## config.mk

```make
export PLATFORM = sky130hd
export DESIGN_NAME = lc3_decode_flat
export DESIGN_NICKNAME = d
export VERILOG_FILES = /design/src/rtl/lc3_decode_if.sv /design/src/rtl/lc3_decode.sv /design/src/flat_wrapper.sv
export SDC_FILE = /design/constraint.sdc
export NUM_CORES = 1
export LEC_CHECK = 0
export CAP_MARGIN = 0
export CORE_MARGIN = 4
export CORE_UTILIZATION = 44
export CTS_CLUSTER_SIZE = 8
export DETAILED_ROUTE_END_ITERATION = 10
export PLACE_DENSITY = 0.83
export RECOVER_POWER = 25
export REMOVE_ABC_BUFFERS = 1
export SETUP_SLACK_MARGIN = 0.2
export SLEW_MARGIN = 5
export SYNTH_ARGS = -nofsm -noshare
export SYNTH_HDL_FRONTEND = slang
export SYNTH_SLANG_ARGS = --single-unit
```

## constraint.sdc

```tcl
create_clock -name clock -period 3.2 [get_ports clock]
set_input_delay 0.48 -clock clock [delete_from_list [all_inputs] [get_ports clock]]
set_output_delay 0.48 -clock clock [all_outputs]
set_load 0.05 [all_outputs]
```

## src/rtl/lc3_decode_if.sv

```systemverilog
// Fetch-to-decode bus: load strobe, instruction word and NPC in, registered
// instruction, NPC and control words out.
interface lc3_decode_if;
    logic        enable_decode;
    logic [15:0] dout;
    logic [15:0] npc_in;
    logic [15:0] IR;
    logic [15:0] npc_out;
    logic [5:0]  E_Control;
    logic [1:0]  W_Control;
    logic        Mem_Control;
    logic        illegal_op;

    modport master (
        output enable_decode, dout, npc_in,
        input  IR, npc_out, E_Control, W_Control, Mem_Control, illegal_op
    );

    modport slave (
        input  enable_decode, dout, npc_in,
        output IR, npc_out, E_Control, W_Control, Mem_Control, illegal_op
    );
endinterface

```

## src/rtl/lc3_decode.sv

```systemverilog
// LC3 decode stage: registers the fetched instruction and NPC and produces the
// execute/writeback/memory control words, holding everything while stalled.
module lc3_decode (
    input  logic             clock,
    input  logic             reset,
    lc3_decode_if.slave      dec
);
    localparam int unsigned WORD_W = 16;
    localparam int unsigned E_W    = 6;
    localparam int unsigned W_W    = 2;

    localparam logic [3:0] OP_BR  = 4'b0000;
    localparam logic [3:0] OP_ADD = 4'b0001;
    localparam logic [3:0] OP_LD  = 4'b0010;
    localparam logic [3:0] OP_ST  = 4'b0011;
    localparam logic [3:0] OP_AND = 4'b0101;
    localparam logic [3:0] OP_LDR = 4'b0110;
    localparam logic [3:0] OP_STR = 4'b0111;
    localparam logic [3:0] OP_NOT = 4'b1001;
    localparam logic [3:0] OP_LDI = 4'b1010;
    localparam logic [3:0] OP_STI = 4'b1011;
    localparam logic [3:0] OP_JMP = 4'b1100;
    localparam logic [3:0] OP_LEA = 4'b1110;

    logic [WORD_W-1:0] ir_q, npc_q;
    logic [E_W-1:0]    e_q, e_d;
    logic [W_W-1:0]    w_q, w_d;
    logic              mem_q, mem_d;
    logic              ill_q, ill_d;

    logic [1:0] alu_ctl;
    logic [1:0] pc_sel1;
    logic       pc_sel2;
    logic       op2_sel;
    logic [3:0] opcode;

    assign opcode = dec.dout[15:12];

    // Opcode decoder; unlisted fields stay zero, unsupported opcodes flag illegal.
    always_comb begin
        alu_ctl = 2'b00;
        pc_sel1 = 2'b00;
        pc_sel2 = 1'b0;
        op2_sel = 1'b0;
        w_d     = 2'b00;
        mem_d   = 1'b0;
        ill_d   = 1'b0;
        case (opcode)
            OP_ADD: begin alu_ctl = 2'b00; op2_sel = dec.dout[5]; end
            OP_AND: begin alu_ctl = 2'b01; op2_sel = dec.dout[5]; end
            OP_NOT: alu_ctl = 2'b10;
            OP_BR:  begin pc_sel1 = 2'b01; pc_sel2 = 1'b1; end
            OP_JMP: pc_sel1 = 2'b11;
            OP_LD:  begin pc_sel1 = 2'b01; pc_sel2 = 1'b1; w_d = 2'b01; end
            OP_LDI: begin pc_sel1 = 2'b01; pc_sel2 = 1'b1; w_d = 2'b01; mem_d = 1'b1; end
            OP_LDR: begin pc_sel1 = 2'b10; w_d = 2'b01; end
            OP_LEA: begin pc_sel1 = 2'b01; pc_sel2 = 1'b1; w_d = 2'b10; end
            OP_ST:  begin pc_sel1 = 2'b01; pc_sel2 = 1'b1; end
            OP_STI: begin pc_sel1 = 2'b01; pc_sel2 = 1'b1; mem_d = 1'b1; end
            OP_STR: pc_sel1 = 2'b10;
            default: ill_d = 1'b1;
        endcase
        e_d = {alu_ctl, pc_sel1, pc_sel2, op2_sel};
    end

    // Load/hold register; reset discards any held instruction.
    always_ff @(posedge clock or posedge reset) begin
        if (reset) begin
            ir_q  <= '0;
            npc_q <= '0;
            e_q   <= '0;
            w_q   <= '0;
            mem_q <= 1'b0;
            ill_q <= 1'b0;
        end else if (dec.enable_decode) begin
            ir_q  <= dec.dout;
            npc_q <= dec.npc_in;
            e_q   <= e_d;
            w_q   <= w_d;
            mem_q <= mem_d;
            ill_q <= ill_d;
        end
    end

    assign dec.IR          = ir_q;
    assign dec.npc_out     = npc_q;
    assign dec.E_Control   = e_q;
    assign dec.W_Control   = w_q;
    assign dec.Mem_Control = mem_q;
    assign dec.illegal_op  = ill_q;
endmodule

```

## src/flat_wrapper.sv

```systemverilog
// flat-port wrapper written by rule: the top's interface ports become plain ports
module lc3_decode_flat 
  (clock, reset, dec_enable_decode, dec_dout, dec_npc_in, dec_IR, dec_npc_out, dec_E_Control, dec_W_Control, dec_Mem_Control, dec_illegal_op);
  lc3_decode_if dec_i ();
  input  logic clock;
  input  logic reset;
  input wire logic [$bits(dec_i.enable_decode)-1:0] dec_enable_decode;
  input wire logic [$bits(dec_i.dout)-1:0] dec_dout;
  input wire logic [$bits(dec_i.npc_in)-1:0] dec_npc_in;
  output wire logic [$bits(dec_i.IR)-1:0] dec_IR;
  output wire logic [$bits(dec_i.npc_out)-1:0] dec_npc_out;
  output wire logic [$bits(dec_i.E_Control)-1:0] dec_E_Control;
  output wire logic [$bits(dec_i.W_Control)-1:0] dec_W_Control;
  output wire logic [$bits(dec_i.Mem_Control)-1:0] dec_Mem_Control;
  output wire logic [$bits(dec_i.illegal_op)-1:0] dec_illegal_op;
  assign dec_i.enable_decode = dec_enable_decode;
  assign dec_i.dout = dec_dout;
  assign dec_i.npc_in = dec_npc_in;
  assign dec_IR = dec_i.IR;
  assign dec_npc_out = dec_i.npc_out;
  assign dec_E_Control = dec_i.E_Control;
  assign dec_W_Control = dec_i.W_Control;
  assign dec_Mem_Control = dec_i.Mem_Control;
  assign dec_illegal_op = dec_i.illegal_op;
  lc3_decode u_core (.clock(clock), .reset(reset), .dec(dec_i));
endmodule
```

### Word-level counts from Yosys, hierarchy flattened

Index checks and enable logic that the tools add are counted.

| operators by class | value |
|---|---|
| equal/unequal tests | 11 |
| muxes and demuxes | 7 |
| reduce and logical (&&, ||, !) cells | 7 |

Operators with widths:

| cell | count |
|---|---|
| 4-bit equality test, second input constant | 5 |
| 4-bit by 3-bit equality test with 1-bit output, second input constant | 3 |
| 12-bit OR reduction | 1 |
| 4-bit by 2-bit equality test with 1-bit output, second input constant | 2 |
| 2-bit one-hot mux with 2 select lines | 2 |
| 2-bit one-hot mux with 3 select lines | 1 |
| 2-bit OR reduction | 3 |
| 6-bit OR reduction | 1 |
| 4-bit by 1-bit equality test with 1-bit output, second input constant | 1 |
| 4-bit logical NOT | 1 |
| 1-bit two-way mux | 4 |
| 3-bit OR reduction | 1 |

| word-level totals | value |
|---|---|
| register bits | 42 |
| input port bits | 35 |
| output and inout port bits | 42 |
| word-level logic and storage cells | 31 |

### Depth between registers and ports, before layout

Gate-level depths: netlist (run 1).

| logic depth | value |
|---|---|
| word-level depth | 3 |
| gate-level depth with buffers | 4 |
| gate-level depth less buffers | 3 |

### Worst setup path after synthesis (run 1)

OpenSTA, ideal clock, no wires.

| path | value |
|---|---|
| path kind | input -> register |
| start point | input dec_dout[14] |
| end point | register u_core.ill_q, in the netlist u_core.dec.illegal_op |
| library setup time | 66 ps |
| arrival time | 1,092 ps |
| required time | 3,134 ps |
| setup slack | 2,042 ps |
| stages on the path | 4 |
| path buffers | 1 |
| cells stage by stage | buf_2 -> xnor2_1 -> o311ai_2 -> o21a_1 |

| between the ends | value |
|---|---|
| word-level cells in the longest chain between the ends | 3 |
| elaborated cells on any way between the ends | 14 |
| classes of those cells | eq/ne (11); mux (1); reduce/logical (2) |

RTL lines:

| element | line | source |
|---|---|---|
| from (decl) | flat_wrapper.sv:8 | `input wire logic [$bits(dec_i.dout)-1:0] dec_dout;` |
| 4-bit equality test, or another cell as far along | lc3_decode.sv:48 | `case (opcode)` |
| 12-bit OR reduction (no line) (*) | n/a |  |
| 1-bit two-way mux (*) | lc3_decode.sv:48 |  |
| to (signal assigned) | lc3_decode.sv:81 | `ill_q <= ill_d;` |
| to (decl) | lc3_decode.sv:29 | `logic ill_q, ill_d;` |

Every way passes the cells marked *; elsewhere a longest branch is shown, timed or not.
A chain may end at the register's enable or synchronous reset.

### Worst setup path after layout (run 1)

| path | value |
|---|---|
| start point | register u_core.ir_q[6], in the netlist u_core.dec.IR[6] |
| end point | output dec_IR[6] |

RTL lines:

| element | line | source |
|---|---|---|
| from (decl) | lc3_decode.sv:25 | `logic [WORD_W-1:0] ir_q, npc_q;` |
| from (signal assigned) | lc3_decode.sv:76 | `ir_q <= dec.dout;` |
| to (decl) | flat_wrapper.sv:10 | `output wire logic [$bits(dec_i.IR)-1:0] dec_IR;` |

No word-level cell between the ends.

==> out/metrics.csv, run 1 <==
stage;metric;value;unit
timing;Tmin final;1.97;ns
detailed_routing;Initial DRC Count;50;
cts;Max H-tree Level;2;
detailed_routing;# DRC;0;
timing;final setup vio count;0;
cts;number of CTS-inserted buffers;5;
run;max-cap violations;0;
critical_path;crit path kind;reg2out;
synth;Post-Syn Area;1650;µm²
floorplan;Initial Utilization;45.5;%
timing;Least-Margin Pin Slew;0.927;ns
floorplan;Die Y;69.3;µm
synth;Netlist cell types;20;
timing;Max Slew Vio Count;0;
layout;proportion of layout cells with a drive suffix above 1;21.2;%
grt;global-route wire length before repair;6070;µm
floorplan;die width;69.3;µm
timing;relative slew slack;38.2;%
timing;RSZ-0062 raised after global routing;false;
timing;crit share post-route;61.5;%
timing;TNS Setup;0;ns
detailed_routing;routed length per placed instance;15.0;µm
cts;Post-CTS Repair Setup Buffers;0;
place;GPL Wtd Cong;0.790;
layout;fill count;261;
cts;CTS tree;yes;
grt;vias in the first global route;1292;
timing;Fin. Hold Viols;0;
synth;post-synthesis sequential element count;42;
layout;Ant. Diodes;0;
synth;post-synthesis sequential area ratio;63.6;%
floorplan;FP Rows;22;
floorplan;die area;4800;µm²
grt;largest net degree at the start of global routing;50;
power_and_ir_drop;VDD IR max;0.355;mV
grt;gr usage total;15.9;%
timing;FMAX;508;MHz
cts;CTS Root Cell;clkbuf_8;
place;# port buffers;76;
layout;synthesis-to-layout area growth;54.4;%
cts;clk_lat worst skew;0.28;ns
synth;Mean Syn Cell Area;13.9;µm²
critical_path;CP Buf/Inv Count;1;
grt;initial antenna violation count;0;
detailed_routing;Detail Route Antenna Nets;0;
floorplan;core area;3630;µm²
cts;Longest Clk Path Bufs;2;
grt;GR Overflow Total;0;
synth;area leader, netlist;dfrtp_1;
critical_path;Worst path max stage delay;0.82;ns
cts;clk sink count;42;
critical_path;WP data arrival;1.49;ns
layout;footprint of the multi-input gates;531;µm²
synth;share of Yosys cell area claimed by the top area cell type;63.6;%
detailed_routing;drt via density;4.94;
critical_path;worst path cell trace;clkdlybuf4s50_1;
cts;Hold Buf Count CTS;0;
timing;clock skew;0;ns
power_and_ir_drop;Power Dens Cells;554;nW/µm²
layout;Layout Nets;232;
place;Final HPWL DP;2870;µm
synth;main area contributors after synthesis;dfrtp_1 64%, mux2_2 21%, inv_1 2.5%;
synth;Mapped Cells;119;
critical_path;worst-path fanout max;2;
cts;Worst-path clk slew;0.08;ns
critical_path;delay-heaviest family, CP;buffers and inverters;
detailed_routing;DRT Pass-1 Iters;4;
detailed_routing;routed vias;1216;
synth;yosys warns;0;
run_status;outcome;completed;
timing;hold slack;0.490;ns
layout;FF/Latch Area;1050;µm²
power_and_ir_drop;LEAKAGE;1.07;nW
cts;CTS resizes;0;
critical_path;critical path capture point type;output port;
critical_path;CP max stage cell;clkdlybuf4s50_1;
min_path;Hold Path Class;reg2reg;
critical_path;Worst setup SP type;flop;
floorplan;num ports;77;
detailed_routing;final WL;3690;µm
critical_path;Worst EP required;2.72;ns
-- final cells by class --
cell class                      instances  area share (%)
Clock buffer                            5            2.70
Clock inverter                          3            1.57
Inverter                               11            1.62
Multi-Input combinational cell         60            20.8
Sequential cell                        42            41.2
Tap cell                               48            2.35
Timing Repair Buffer                   77            29.8
-- cells in the mapped netlist --
| library cell | instances |
|---|---|
| xnor2_1 | 1 |
| nand4_1 | 1 |
| o311ai_2 | 1 |
| o21ai_0 | 4 |
| a31oi_1 | 2 |
| nor4b_1 | 1 |
| o32ai_1 | 1 |
| nand3_1 | 2 |
| mux2i_1 | 1 |
| and2b_2 | 1 |
| inv_1 | 11 |
| o21a_1 | 1 |
| mux2_2 | 31 |
| o22ai_1 | 3 |
| buf_2 | 6 |
| dfrtp_1 | 42 |
| a211oi_1 | 1 |
| nand2_1 | 5 |
| nor2_1 | 3 |
| o21bai_1 | 1 |
-- final timing paths --
path	endpoint	slack, ns	cells after the start	from
worst max-delay path	dec_IR[6]	1.23	1	u_core.dec.IR[6]
worst min-delay path	u_core.dec.illegal_op	0.49	1	u_core.dec.illegal_op
worst max register to register	u_core.dec.IR[6]	2.41	1	u_core.dec.IR[6]
worst min register to register	u_core.dec.illegal_op	0.49	1	u_core.dec.illegal_op
max in group asynchronous	u_core.dec.IR[10]	1.26	3	reset
min in group asynchronous	u_core.dec.IR[6]	0.70	2	reset
-- placed cells by master, fill, tap and decap left out --
master,Yosys,layout
a211oi_1,1,1
a31oi_1,2,2
and2b_2,1,1
buf_2,6,1
bufinv_16,0,1
clkbuf_1,0,1
clkbuf_8,0,5
clkdlybuf4s50_1,0,74
clkinv_1,0,1
clkinv_2,0,2
dfrtp_1,42,42
dlygate4sd3_1,0,1
inv_1,11,10
mux2_2,31,31
mux2i_1,1,1
nand2_1,5,5
nand3_1,2,2
nand4_1,1,1
nor2_1,3,3
nor4b_1,1,1
o21a_1,1,1
o21ai_0,4,4
o21bai_1,1,1
o22ai_1,3,3
o311ai_2,1,1
o32ai_1,1,1
xnor2_1,1,1
-- routing by layer --
layer  share of wire, %  track usage, %  up-vias
met5                  0               0        -
li1                   -               -      568
met1                 38            16.2      586
met2                 53            29.0       56
met4                2.3            8.46        0
met3                6.7            4.64        6
-- sequential cells by signal, indices dropped and copies added, names as in the netlist --
signal	cells
u_core.dec.IR	16
u_core.dec.npc_out	16
u_core.dec.E_Control	6
u_core.dec.W_Control	2
u_core.dec.Mem_Control	1
u_core.dec.illegal_op	1
-- cells by family (layout without fill, tap and decap cells) --
logic type	Yosys count	in the layout	share of synthesized area (%)
DFF	42	42	63.6
AOI/OAI and AO/OA	14	14	5.98
and+or+nand+nor	13	13	3.86
buffers and inverters	17	96	4.32
xor gates and xnor gates	1	1	0.530
muxes	32	32	21.7
-- where the power goes --
group / internal (W) / switching (W) / total, W
logic: 0.000160 / 0.000248 / 0.000408
clock network: 0.000229 / 0.000172 / 0.000402
registers: 0.000579 / 0.0000259 / 0.000605
-- metrics by stage --
step | power [W] | setup slack (ns) | instance area, µm² | instances | util [%]
4_1_cts | 0.00143 | 1.22 | 2550 | 246 | 70.3
3_3_place_gp | 0.00102 | 1.47 | 2450 | 238 | 67.3
6_report | 0.00141 | 1.23 | 2550 | 246 | 70.2
2_1_floorplan | 0.000853 | 1.75 | 1620 | 113 | -
3_5_place_dp | 0.00103 | 1.42 | 2450 | 238 | 67.3
5_1_grt | 0.00147 | 0.913 | 2550 | 246 | 70.2
No activity file was read; power rests on OpenSTA's default activity.
==> inputs of run 2 (changes only) <==
--- a/config.mk
+++ b/config.mk
@@ -7,10 +7,10 @@
 export LEC_CHECK = 0
 export CAP_MARGIN = 0
 export CORE_MARGIN = 4
-export CORE_UTILIZATION = 44
+export CORE_UTILIZATION = 36
 export CTS_CLUSTER_SIZE = 8
 export DETAILED_ROUTE_END_ITERATION = 10
-export PLACE_DENSITY = 0.83
+export PLACE_DENSITY = 0.72
 export RECOVER_POWER = 25
 export REMOVE_ABC_BUFFERS = 1
 export SETUP_SLACK_MARGIN = 0.2
==> constraint.sdc (replaced) <==
create_clock -name clock -period 1.61 [get_ports clock]
set_input_delay 0.2415 -clock clock [delete_from_list [all_inputs] [get_ports clock]]
set_output_delay 0.2415 -clock clock [all_outputs]
set_load 0.05 [all_outputs]
==> run 2 against run 1 <==
  * Final cell count grew 2.4%
  * Setup slack lost 0.93 ns
  * Global-route usage shrank 2.3 points
  * Cell area shrank 1.9%
  * Critical path type is now in2reg
  * Largest power group unchanged
==> out/metrics.csv, run 2 (synthesis gave the netlist of run 1 again) <==
stage;metric;value;unit;change
cts;Hold Buf Count CTS;0;;unchanged
grt;largest net degree at the start of global routing;50;;unchanged
timing;TNS Setup;0;ns;unchanged
place;GPL Wtd Cong;0.707;;was 0.790
floorplan;die area;5740;µm²;was 4800 µm²
cts;CTS resizes;0;;unchanged
floorplan;core area;4410;µm²;was 3630 µm²
critical_path;worst-path fanout max;49;;was 2
critical_path;FF-to-FF path depth;1;;unchanged
cts;Worst-path clk slew;0.08;ns;about the same
grt;GR Overflow Total;0;;unchanged
layout;synthesis-to-layout area growth;51.5;%;was 54.4%
run_status;outcome;completed;;unchanged
cts;Post-CTS Repair Setup Buffers;0;;unchanged
timing;final setup vio count;0;;unchanged
critical_path;Worst path max stage delay;0.72;ns;was 0.82 ns
timing;clock skew;0;ns;unchanged
critical_path;critical path capture point type;flop;;was output port
grt;gr usage total;13.6;%;was 15.9%
timing;hold slack;0.404;ns;was 0.490 ns
run;max-cap violations;0;;unchanged
layout;proportion of layout cells with a drive suffix above 1;43.5;%;was 21.2%
detailed_routing;# DRC;0;;unchanged
timing;relative slew slack;36.6;%;was 38.2%
timing;FMAX;764;MHz;
layout;Layout Nets;235;;was 232
floorplan;Initial Utilization;37.4;%;was 45.5%
cts;clk_lat worst skew;0.28;ns;about the same
timing;RSZ-0062 raised after global routing;false;;unchanged
layout;commonest non-fill, non-tap cell in the layout;buf_4;;was clkdlybuf4s50_1
timing;crit share post-route;81.3;%;
critical_path;WP data arrival;1.49;ns;about the same
timing;Tmin final;1.31;ns;
place;# port buffers;76;;unchanged
critical_path;Worst EP required;1.79;ns;was 2.72 ns
power_and_ir_drop;VDD IR max;0.606;mV;was 0.355 mV
detailed_routing;routed length per placed instance;14.8;µm;was 15.0 µm
floorplan;die width;75.8;µm;was 69.3 µm
critical_path;worst path cell trace;buf_2, buf_2, nand2_1, o32ai_1;;was clkdlybuf4s50_1
power_and_ir_drop;Power Dens Cells;1130;nW/µm²;was 554 nW/µm²
critical_path;most frequent CP cell;buf_2;;
layout;Ant. Diodes;0;;unchanged
detailed_routing;drt via density;4.77;;was 4.94
critical_path;crit path kind;in2reg;;was reg2out
cts;CTS tree;yes;;unchanged
place;Final HPWL DP;2800;µm;was 2870 µm
critical_path;Worst setup SP type;input pin;;was flop
min_path;Hold Path Class;in2async;;was reg2reg
floorplan;Die Y;75.8;µm;was 69.3 µm
timing;Fin. Hold Viols;0;;unchanged
grt;vias in the first global route;1277;;was 1,292
grt;initial antenna violation count;0;;unchanged
detailed_routing;routed vias;1202;;was 1,216
cts;Max H-tree Level;2;;unchanged
layout;most frequent cells in the layout;43 x buf_4, 42 x dfrtp_1, 31 x mux2_2, 31 x clkdlybuf4s50_1, 10 x inv_1;;was 74 x clkdlybuf4s50_1, 42 x dfrtp_1, 31 x mux2_2
cts;Longest Clk Path Bufs;2;;unchanged
floorplan;FP Rows;24;;was 22
detailed_routing;Detail Route Antenna Nets;0;;unchanged
cts;CTS Root Cell;clkbuf_8;;unchanged
detailed_routing;Initial DRC Count;29;;was 50
detailed_routing;final WL;3720;µm;was 3690 µm
detailed_routing;DRT Pass-1 Iters;4;;unchanged
critical_path;CP max stage cell;buf_2;;was clkdlybuf4s50_1
cts;clk sink count;42;;unchanged
power_and_ir_drop;LEAKAGE;1.14;nW;was 1.07 nW
grt;global-route wire length before repair;5800;µm;was 6070 µm
timing;Max Slew Vio Count;0;;unchanged
cts;number of CTS-inserted buffers;5;;unchanged
timing;Least-Margin Pin Slew;0.951;ns;was 0.927 ns
floorplan;num ports;77;;unchanged
==> run 2: changes by cell type in the layout (fill, tap and decap cells not counted), moves of 2 or more <==
cell and change:
buf_12 +2, buf_4 +43, clkinv_2 -2, clkdlybuf4s50_1 -43
==> run 2: where the power goes <==
group / internal, W / switching [W]
registers: 0.00115 / 0.0000552
clock network: 0.000496 / 0.000342
logic: 0.000292 / 0.000496
==> run 2: layer usage <==
metal | vias to the layer above | share of wire [%] | track usage (%)
li1 | 571 | - | -
met1 | 573 | 41 | 15.5
met2 | 54 | 49 | 23.0
met3 | 4 | 8.9 | 5.41
met4 | 0 | 0.91 | 4.66
met5 | - | 0 | 0
==> run 2: worst max-delay path: cells and delay by family <==
| kind | cells | cell delay, ns |
|---|---|---|
| and+or+nand+nor | 1 | 0.16 |
| buffers and inverters | 2 | 0.79 |
| AOI/OAI and AO/OA | 1 | 0.28 |
==> run 2: final cells by class <==
| cell class | count | area [µm²] |
|---|---|---|
| Fill cell | 363 | 1910 |
| Tap cell | 52 | 65.1 |
| Clock buffer | 6 | 82.6 |
| Timing Repair Buffer | 80 | 703 |
| Clock inverter | 1 | 30.0 |
| Inverter | 11 | 41.3 |
| Multi-Input combinational cell | 60 | 531 |
| Sequential cell | 42 | 1050 |
==> run 2: worst paths after layout <==
path / start / slack (ns) / end
max reg2reg: u_core.dec.npc_out[11] / 0.83 / u_core.dec.npc_out[11]
min in group clock: u_core.dec.illegal_op / 0.48 / u_core.dec.illegal_op
min reg2reg: u_core.dec.illegal_op / 0.48 / u_core.dec.illegal_op
min: reset / 0.40 / u_core.dec.IR[4]
max: dec_enable_decode / 0.30 / u_core.dec.Mem_Control
max in group asynchronous: reset / 0.77 / u_core.dec.W_Control[1]
==> run 2: per-stage QoR <==
step	utilization [%]	setup slack, ns	instances	power, W	cell area, µm²
6_report	56.7	0.301	252	0.00283	2500
5_1_grt	56.7	0.153	252	0.00294	2500
4_1_cts	57.1	0.351	252	0.00288	2520
3_5_place_dp	54.5	0.0441	245	0.00203	2410
3_3_place_gp	54.5	0.121	245	0.00201	2410
2_1_floorplan	-	0.394	113	0.00170	1620
==> inputs of run 3 (changes only) <==
==> constraint.sdc (replaced) <==
create_clock -name clock -period 1.19 [get_ports clock]
set_input_delay 0.1785 -clock clock [delete_from_list [all_inputs] [get_ports clock]]
set_output_delay 0.1785 -clock clock [all_outputs]
set_load 0.05 [all_outputs]
==> run 3 against run 2 <==
  * Clock power up 25%
  * Via count increased by 6.2%
  * Cell area is 24% higher
  * Register-to-register slack worse by 0.57 ns
==> out/metrics.csv, run 3 (synthesis gave the netlist of run 1 again) <==
stage;metric;value;unit;change
critical_path;delay-heaviest family, CP;flip-flops;;was buffers and inverters
floorplan;die area;5740;µm²;unchanged
critical_path;critical path capture point type;output port;;was flop
layout;footprint of the multi-input gates;531;µm²;unchanged
timing;FMAX;952;MHz;
floorplan;core area;4410;µm²;unchanged
detailed_routing;DRT Pass-1 Iters;4;;unchanged
cts;Longest Clk Path Bufs;2;;unchanged
timing;RSZ-0062 raised after global routing;true;;was false
detailed_routing;routed length per placed instance;15.5;µm;was 14.8 µm
power_and_ir_drop;VDD IR max;0.856;mV;was 0.606 mV
min_path;hold endpoint;u_core.dec.E_Control[1];;
critical_path;FF-to-FF path depth;2;;was 1
floorplan;Die Y;75.8;µm;unchanged
timing;Least-Margin Pin Slew;0.733;ns;was 0.951 ns
timing;hold slack;0.341;ns;was 0.404 ns
grt;global-route wire length before repair;6660;µm;was 5800 µm
grt;gr usage total;15.6;%;was 13.6%
run_status;outcome;completed;;unchanged
detailed_routing;Detail Route Antenna Nets;0;;unchanged
timing;Fin. Hold Viols;0;;unchanged
critical_path;Worst path max stage delay;0.42;ns;was 0.72 ns
cts;Max H-tree Level;2;;unchanged
critical_path;path length in cells of the critical path;1;;was 4
place;dpl cells;252;;was 245
place;Final HPWL DP;3270;µm;was 2800 µm
floorplan;FP Rows;24;;unchanged
timing;TNS Setup;0;ns;unchanged
place;Place WS;-0.213;ns;was 0.0441 ns
critical_path;worst path cell trace;buf_12;;was buf_2, buf_2, nand2_1, o32ai_1
layout;FF/Latch Area;1050;µm²;unchanged
critical_path;R2R setup slack;0.26;ns;was 0.83 ns
critical_path;crit path kind;reg2out;;was in2reg
power_and_ir_drop;LEAKAGE;1.38;nW;was 1.14 nW
grt;GR Overflow Total;0;;unchanged
timing;Tmin final;1.05;ns;
layout;proportion of layout cells with a drive suffix above 1;46.5;%;was 43.5%
cts;CTS Root Cell;clkbuf_8;;unchanged
detailed_routing;drt via density;4.82;;was 4.77
detailed_routing;routed vias;1276;;was 1,202
critical_path;Reg2Reg Launch Point;u_core.dec.npc_out[10];;was u_core.dec.npc_out[11]
timing;crit share post-route;88.2;%;
place;# port buffers;76;;unchanged
critical_path;worst-path fanout max;2;;was 49
layout;Ant. Diodes;0;;unchanged
detailed_routing;# DRC;0;;unchanged
critical_path;CP max stage cell;dfrtp_1;;was buf_2
cts;clk_lat worst skew;0.28;ns;about the same
floorplan;Initial Utilization;37.4;%;unchanged
cts;Worst-path clk slew;0.07;ns;was 0.08 ns
critical_path;endpoint of the worst register-to-register path;u_core.dec.npc_out[10];;was u_core.dec.npc_out[11]
place;GPL Wtd Cong;0.731;;was 0.707
timing;clock skew;0;ns;unchanged
min_path;Hold Crit Start;dec_enable_decode;;
detailed_routing;Initial DRC Count;33;;was 29
cts;number of CTS-inserted buffers;5;;unchanged
floorplan;die width;75.8;µm;unchanged
run;max-cap violations;0;;unchanged
layout;Layout Nets;247;;was 235
grt;largest net degree at the start of global routing;29;;was 50
floorplan;num ports;77;;unchanged
critical_path;Worst EP required;1.01;ns;was 1.79 ns
critical_path;WP data arrival;0.87;ns;was 1.49 ns
cts;Hold Buf Count CTS;0;;unchanged
detailed_routing;final WL;4110;µm;was 3720 µm
layout;synthesis-to-layout area growth;88.0;%;was 51.5%
timing;min setup slack post-route;0.140;ns;was 0.301 ns
cts;CTS tree;yes;;unchanged
timing;final setup vio count;0;;unchanged
cts;clk sink count;42;;unchanged
timing;relative slew slack;51.2;%;was 36.6%
critical_path;Worst setup SP type;flop;;was input pin
layout;fin cells;265;;was 252
min_path;Hold Path Class;in2reg;;was in2async
grt;initial antenna violation count;0;;unchanged
min_path;hold path cells;3;;
layout;fill count;293;;was 363
power_and_ir_drop;Power Dens Cells;1350;nW/µm²;was 1130 nW/µm²
critical_path;CP Buf/Inv Count;1;;was 2
grt;vias in the first global route;1361;;was 1,277
layout;most frequent cells in the layout;44 x buf_12, 42 x dfrtp_1, 31 x mux2_2;;was 43 x buf_4, 42 x dfrtp_1, 31 x mux2_2, 31 x clkdlybuf4s50_1, 10 x inv_1
timing;Max Slew Vio Count;0;;unchanged
layout;commonest non-fill, non-tap cell in the layout;buf_12;;was buf_4
==> run 3: layer usage <==
metal / global-route usage (%) / part of all wire, % / wire length [µm]
met1: 18.8 / 39 / 1600
met5: 0 / 0 / 0
met3: 7.92 / 11 / 458
met4: 4.66 / 1.1 / 45
met2: 24.5 / 49 / 2010
==> run 3: per-stage QoR <==
| stage | area (µm²) | utilization (%) | total power, W |
|---|---|---|---|
| 3_3_place_gp | 2980 | 67.6 | 0.00314 |
| 3_5_place_dp | 2980 | 67.6 | 0.00317 |
| 5_1_grt | 3110 | 70.4 | 0.00437 |
| 2_1_floorplan | 1620 | - | 0.00229 |
| 4_1_cts | 3100 | 70.3 | 0.00424 |
| 6_report | 3110 | 70.4 | 0.00419 |
==> run 3: final cells by class <==
cell class / instances / share of cell area (%)
multi-input cells: 60 / 17.1
inverters: 11 / 1.33
clock buffers: 8 / 3.54
well taps: 52 / 2.09
repair buffers: 92 / 42.1
flip-flops and latches: 42 / 33.8
==> run 3: worst max path at each step <==
stage | from | endpoint | slack [ns]
final | u_core.dec.npc_out[11] | dec_npc_out[11] | 0.14
after global routing | u_core.dec.npc_out[9] | dec_npc_out[9] | 0.10
after floorplan | reset | u_core.dec.E_Control[0] | 0.04
after detailed placement | dec_dout[13] | u_core.dec.W_Control[0] | -0.21
after CTS | u_core.dec.npc_out[9] | dec_npc_out[9] | 0.12
after global placement | dec_dout[15] | u_core.dec.E_Control[5] | -0.17
==> run 3: repair_timing <==
action,CTS,global route
buffers inserted,2,3
endpoints found under the setup margin,50,42
gates resized for setup,4,0
pin swaps,0,0
gates cloned,0,0
==> run 3: report_power, final <==
part / total, W / internal [W] / leakage [nW] / switching [W]
Clock: 0.00105 / 0.000586 / 0.0575 / 0.000462
Combinational: 0.00144 / 0.000752 / 0.816 / 0.000687
Sequential: 0.00170 / 0.00156 / 0.505 / 0.000146
Total: 0.00419 / 0.00290 / 1.38 / 0.00129
